**src/rtl/loop_chk_pkg.sv**
```systemverilog
// loop_chk_pkg: shared states, constants and width helpers for the loop sum checker
package loop_chk_pkg;
    typedef enum logic [1:0] {MONITOR, COMPARE, REPORT, WAIT_RESTART} state_t;
    localparam int STEP_INC  = 3;
    localparam int EXP_MUL   = 3;
    localparam int DEF_W     = 11;
    localparam int DEF_CNT_W = 8;
    function automatic int sum_width(input int w);
        return w + 2;
    endfunction
endpackage

```
**src/rtl/loop_step_monitor.sv**
```systemverilog
// loop_step_monitor: remembers the previous loop sample and flags illegal per-step sum changes (sticky until rst)
module loop_step_monitor
    import loop_chk_pkg::*;
#(
    parameter int W = DEF_W
) (
    input  logic                      clk,
    input  logic                      rst,
    input  logic                      loop_rst_i,
    input  logic                      monitor_i,
    input  logic [W-1:0]              i_i,
    input  logic [W-1:0]              n_i,
    input  logic [sum_width(W)-1:0]   sum_i,
    output logic                      step_err_o
);
    localparam int SW = sum_width(W);
    logic          prev_valid_q, prev_valid_d;
    logic [W-1:0]  prev_i_q, prev_i_d, prev_n_q, prev_n_d;
    logic [SW-1:0] prev_sum_q, prev_sum_d;
    logic          step_err_q, step_err_d;
    logic          sample, armed, is_inc, is_hold, viol;

    // compare the current sample against the previous one and update history
    always_comb begin
        sample       = monitor_i && !loop_rst_i;
        armed        = sample && prev_valid_q && (prev_i_q < prev_n_q);
        is_inc       = {1'b0, i_i} == {1'b0, prev_i_q} + (W+1)'(1);
        is_hold      = i_i == prev_i_q;
        viol         = armed && (is_inc  ? sum_i != prev_sum_q + SW'(STEP_INC) :
                                 is_hold ? sum_i != prev_sum_q : 1'b1);
        prev_valid_d = loop_rst_i ? 1'b0 : sample ? 1'b1 : prev_valid_q;
        prev_i_d     = monitor_i ? i_i   : prev_i_q;
        prev_n_d     = monitor_i ? n_i   : prev_n_q;
        prev_sum_d   = monitor_i ? sum_i : prev_sum_q;
        step_err_d   = step_err_q | viol;
    end

    // history and sticky error registers
    always_ff @(posedge clk) begin
        if (rst) begin
            prev_valid_q <= 1'b0;
            prev_i_q     <= '0;
            prev_n_q     <= '0;
            prev_sum_q   <= '0;
            step_err_q   <= 1'b0;
        end else begin
            prev_valid_q <= prev_valid_d;
            prev_i_q     <= prev_i_d;
            prev_n_q     <= prev_n_d;
            prev_sum_q   <= prev_sum_d;
            step_err_q   <= step_err_d;
        end
    end

    assign step_err_o = step_err_q;
endmodule

```
**config.mk**
```make
export PLATFORM = sky130hd
export DESIGN_NAME = loop_step_monitor
export DESIGN_NICKNAME = d
export VERILOG_FILES = /design/src/rtl/loop_chk_pkg.sv /design/src/rtl/loop_step_monitor.sv
export SDC_FILE = /design/constraint.sdc
export NUM_CORES = 1
export LEC_CHECK = 0
export BUFFER_PORTS_ARGS = -buffer_cell sky130_fd_sc_hd__buf_2
export CAP_MARGIN = 20
export CORE_MARGIN = 2
export CORE_UTILIZATION = 62
export DETAILED_ROUTE_END_ITERATION = 8
export MAX_ROUTING_LAYER = met4
export PLACE_DENSITY_LB_ADDON = 0.15
export SLEW_MARGIN = 20
export SYNTH_ARGS = -nofsm -noshare
export SYNTH_HDL_FRONTEND = slang
export SYNTH_SLANG_ARGS = --single-unit
```
**constraint.sdc**
```tcl
create_clock -name clk -period 5.1 [get_ports clk]
set_input_delay 0.765 -clock clk [delete_from_list [all_inputs] [get_ports clk]]
set_output_delay 0.765 -clock clk [all_outputs]
set_load 0.02 [all_outputs]
```
==> results_dict.tcl <==
set metrics [dict create \
    grt_first_pass_wirelength_um 8730 \
    synth_ff_type "dfxtp_1" \
    clock_skew_ns 0.00811 \
    vias 2147 \
    ys_ff_latch 37 \
    drc_errors 0 \
    synth_nets 349 \
    fin_crit_sh_pct 46.2 \
    vias_per_cell 5.73 \
    syn2layout_area_growth_pct 9.20 \
    portBuffers 39 \
    wire_per_inst_um 14.3 \
    dieArea_mm2 0.00472 \
    core-area_mm2 0.00403 \
    clk_pin_slew_ns 0.07 \
    cts_buffer_depth 2 \
    cp_slowest_stage_delay_ns 0.46 \
    grt_setup_unrepaired "false" \
    maxCapViolations 0 \
    syn_inst 298 \
    antenna_cells 0 \
    max_freq_mhz 424 \
    worstPathArrival_ns 2.50 \
    initial_utilization_pct 64.4 \
    synth_area_leaders "dfxtp_1, mux2i_1, xnor2_1" \
    path_cells "inv_1 > ha_1 > nand3b_4 > o21ai_0 > o211ai_1 > or4_4 > a2111oi_4 > a211oi_2" \
    final.min_clock_period_ns 2.36 \
    cts.repair.resized 0 \
    synth_top_area_share_pct 28.5 \
    numCtsBuffers 5 \
    ios 40 \
    yosysWarningCount 0 \
    critical_path.top_delay_family "compound AO/OA/AOI/OAI gates" \
    postCtsHoldBufs 0 \
    p_leak_nw 1.21 \
    clk_latency_ns 0.29 \
    pre_cts_slack_ns 2.59 \
    async_reset_ff_share_pct 0 \
    htreeDepth 2 \
    die-width_um 68.7 \
    cp_max_fo 8 \
    wl_um 5380 \
    power.density_mw_per_mm2 240 \
    cp.required_ns 5.25 \
    crit_type "flop to flop" \
    layout.nets 376 \
    maxSlewViolCount 0 \
    drive_gt1_share_pct 17.8 \
    worst_pin_slew_ns 1.03 \
    slowest_stage "dfxtp_1" \
    finalSetupViolCount 0 \
    fin_setup_tns_ns 0 \
    clockRootBuffer "clkbuf_8" \
    cts_setup_buffers 0 \
    place_congestion 0.893 \
    drtIter0Drc 103 \
    grt_pass1_vias 1925 \
    synth_cell_types 50 \
    rows 23 \
    ys_seq_area_share_pct 28.5 \
    syn_area_mm2 0.00260 \
    track_usage_pct 25.1 \
    status "finished clean" \
    ir_worst_vdd_v 0.000169 \
    ant_nets 0 \
    cts_tree "yes" \
    worst-path-buf-inv 1 \
    hold_class "flop to flop" \
    post-place-cells 368 \
    die_h_um 68.7 \
    cp-end-kind "flop" \
    finalHoldViolCount 0 \
    stdcell_count 375 \
    start_kind "flop" \
    dp_hpwl_um 4090 \
    synth-edff-count 0 \
    power_uw 682 \
    antenna_found_initial 0 \
    grt_max_degree 38 \
    dr.pass1.iters 5 \
    cts_sinks 37 \
    worst_slack_ns 2.74 \
    yosysTopAreaCell "dfxtp_1" \
    max-slew-margin-rel_pct 31.3 \
    avgSynthCellArea_um2 8.71 \
    overflow 0 \
]
## registers in the layout, indices dropped and copies added, names as in the netlist
| name | count |
|---|---|
| prev_i_q | 11 |
| prev_n_q | 11 |
| prev_sum_q | 13 |
| prev_valid_q | 1 |
| step_err_o | 1 |
## tightest hold or removal path: stages, from the launching register on
cell     delay [ns]
dfxtp_1        0.33
mux2i_1        0.06
nor2_1         0.07
## cells by family after synthesis
group / count (synthesis) / share of synthesized area, %
and+or+nand+nor: 103 / 20.9
xor gates and xnor gates: 38 / 13.1
muxes: 38 / 14.9
AOI/OAI and AO/OA: 37 / 10.7
DFF: 37 / 28.5
buffers and inverters: 33 / 6.07
adders and majority gates: 12 / 5.78
## cell usage in the layout (no fill, tap or decap), drive strengths merged, types with 8 or more instances in the layout
cell type and count:
buf 39, inv 14, nor2 47, xor2 15, xnor2 23, mux2i 36
dfxtp 37, nand2 12, a21oi 8, nand4 10, ha 12, nor4 8
## worst paths after layout
path / endpoint / slack [ns] / depth (start not counted) / from
hold reg to reg: prev_n_q[7] / 0.49 / 2 / prev_n_q[7]
setup / recovery: step_err_o / 2.74 / 8 / prev_sum_q[0]
setup reg to reg: step_err_o / 2.74 / 8 / prev_sum_q[0]
hold / removal: prev_n_q[7] / 0.49 / 2 / prev_n_q[7]
## metal layers
layer / share of wire [%] / GRT usage [%]
met1: 45 / 30.9
met2: 50 / 41.8
met3: 3.5 / 5.03
met4: 1.4 / 7.35
met5: 0 / -
## cell usage after synthesis, types with 2 or more instances
master    count
buf_6         2
o22ai_1       2
and3_1        3
a211oi_1      2
inv_1        14
nor3_1        5
o21ai_0       7
nor3_2        2
dfxtp_1      37
ha_1         12
buf_4         3
clkbuf_1      8
buf_2         6
o311ai_0      2
a31oi_1       3
nor4b_1       2
nand2_1      12
nor3b_1       2
nand3_1       4
mux2i_1      36
xor2_1       14
a21oi_1       8
nand4_1       9
nor2_1       47
nand2b_1      2
nor4_1        8
xnor2_1      23
## where the power goes
group	internal [mW]	switching, mW	total, mW
Clock	0.107	0.0985	0.206
Sequential	0.306	0.0239	0.330
Combinational	0.0695	0.0765	0.146
## through the flow
stage	cell area [um2]	util, %	hold slack [ns]
finish	2840	70.4	0.494
global route	2840	70.4	0.526
CTS	2840	70.4	0.483
detailed placement	2750	68.2	0.473
global placement	2750	68.2	0.467
floorplan	2600	-	0.453
## final cells by class
class / instances / area [um2]
Sequential cell: 37 / 741
Multi-Input combinational cell: 228 / 1700
Tap cell: 50 / 62.6
Inverter: 14 / 52.6
Clock buffer: 7 / 86.3
Fill cell: 372 / 1190
Timing Repair Buffer: 39 / 195
Power figures use the tool's default switching activity.
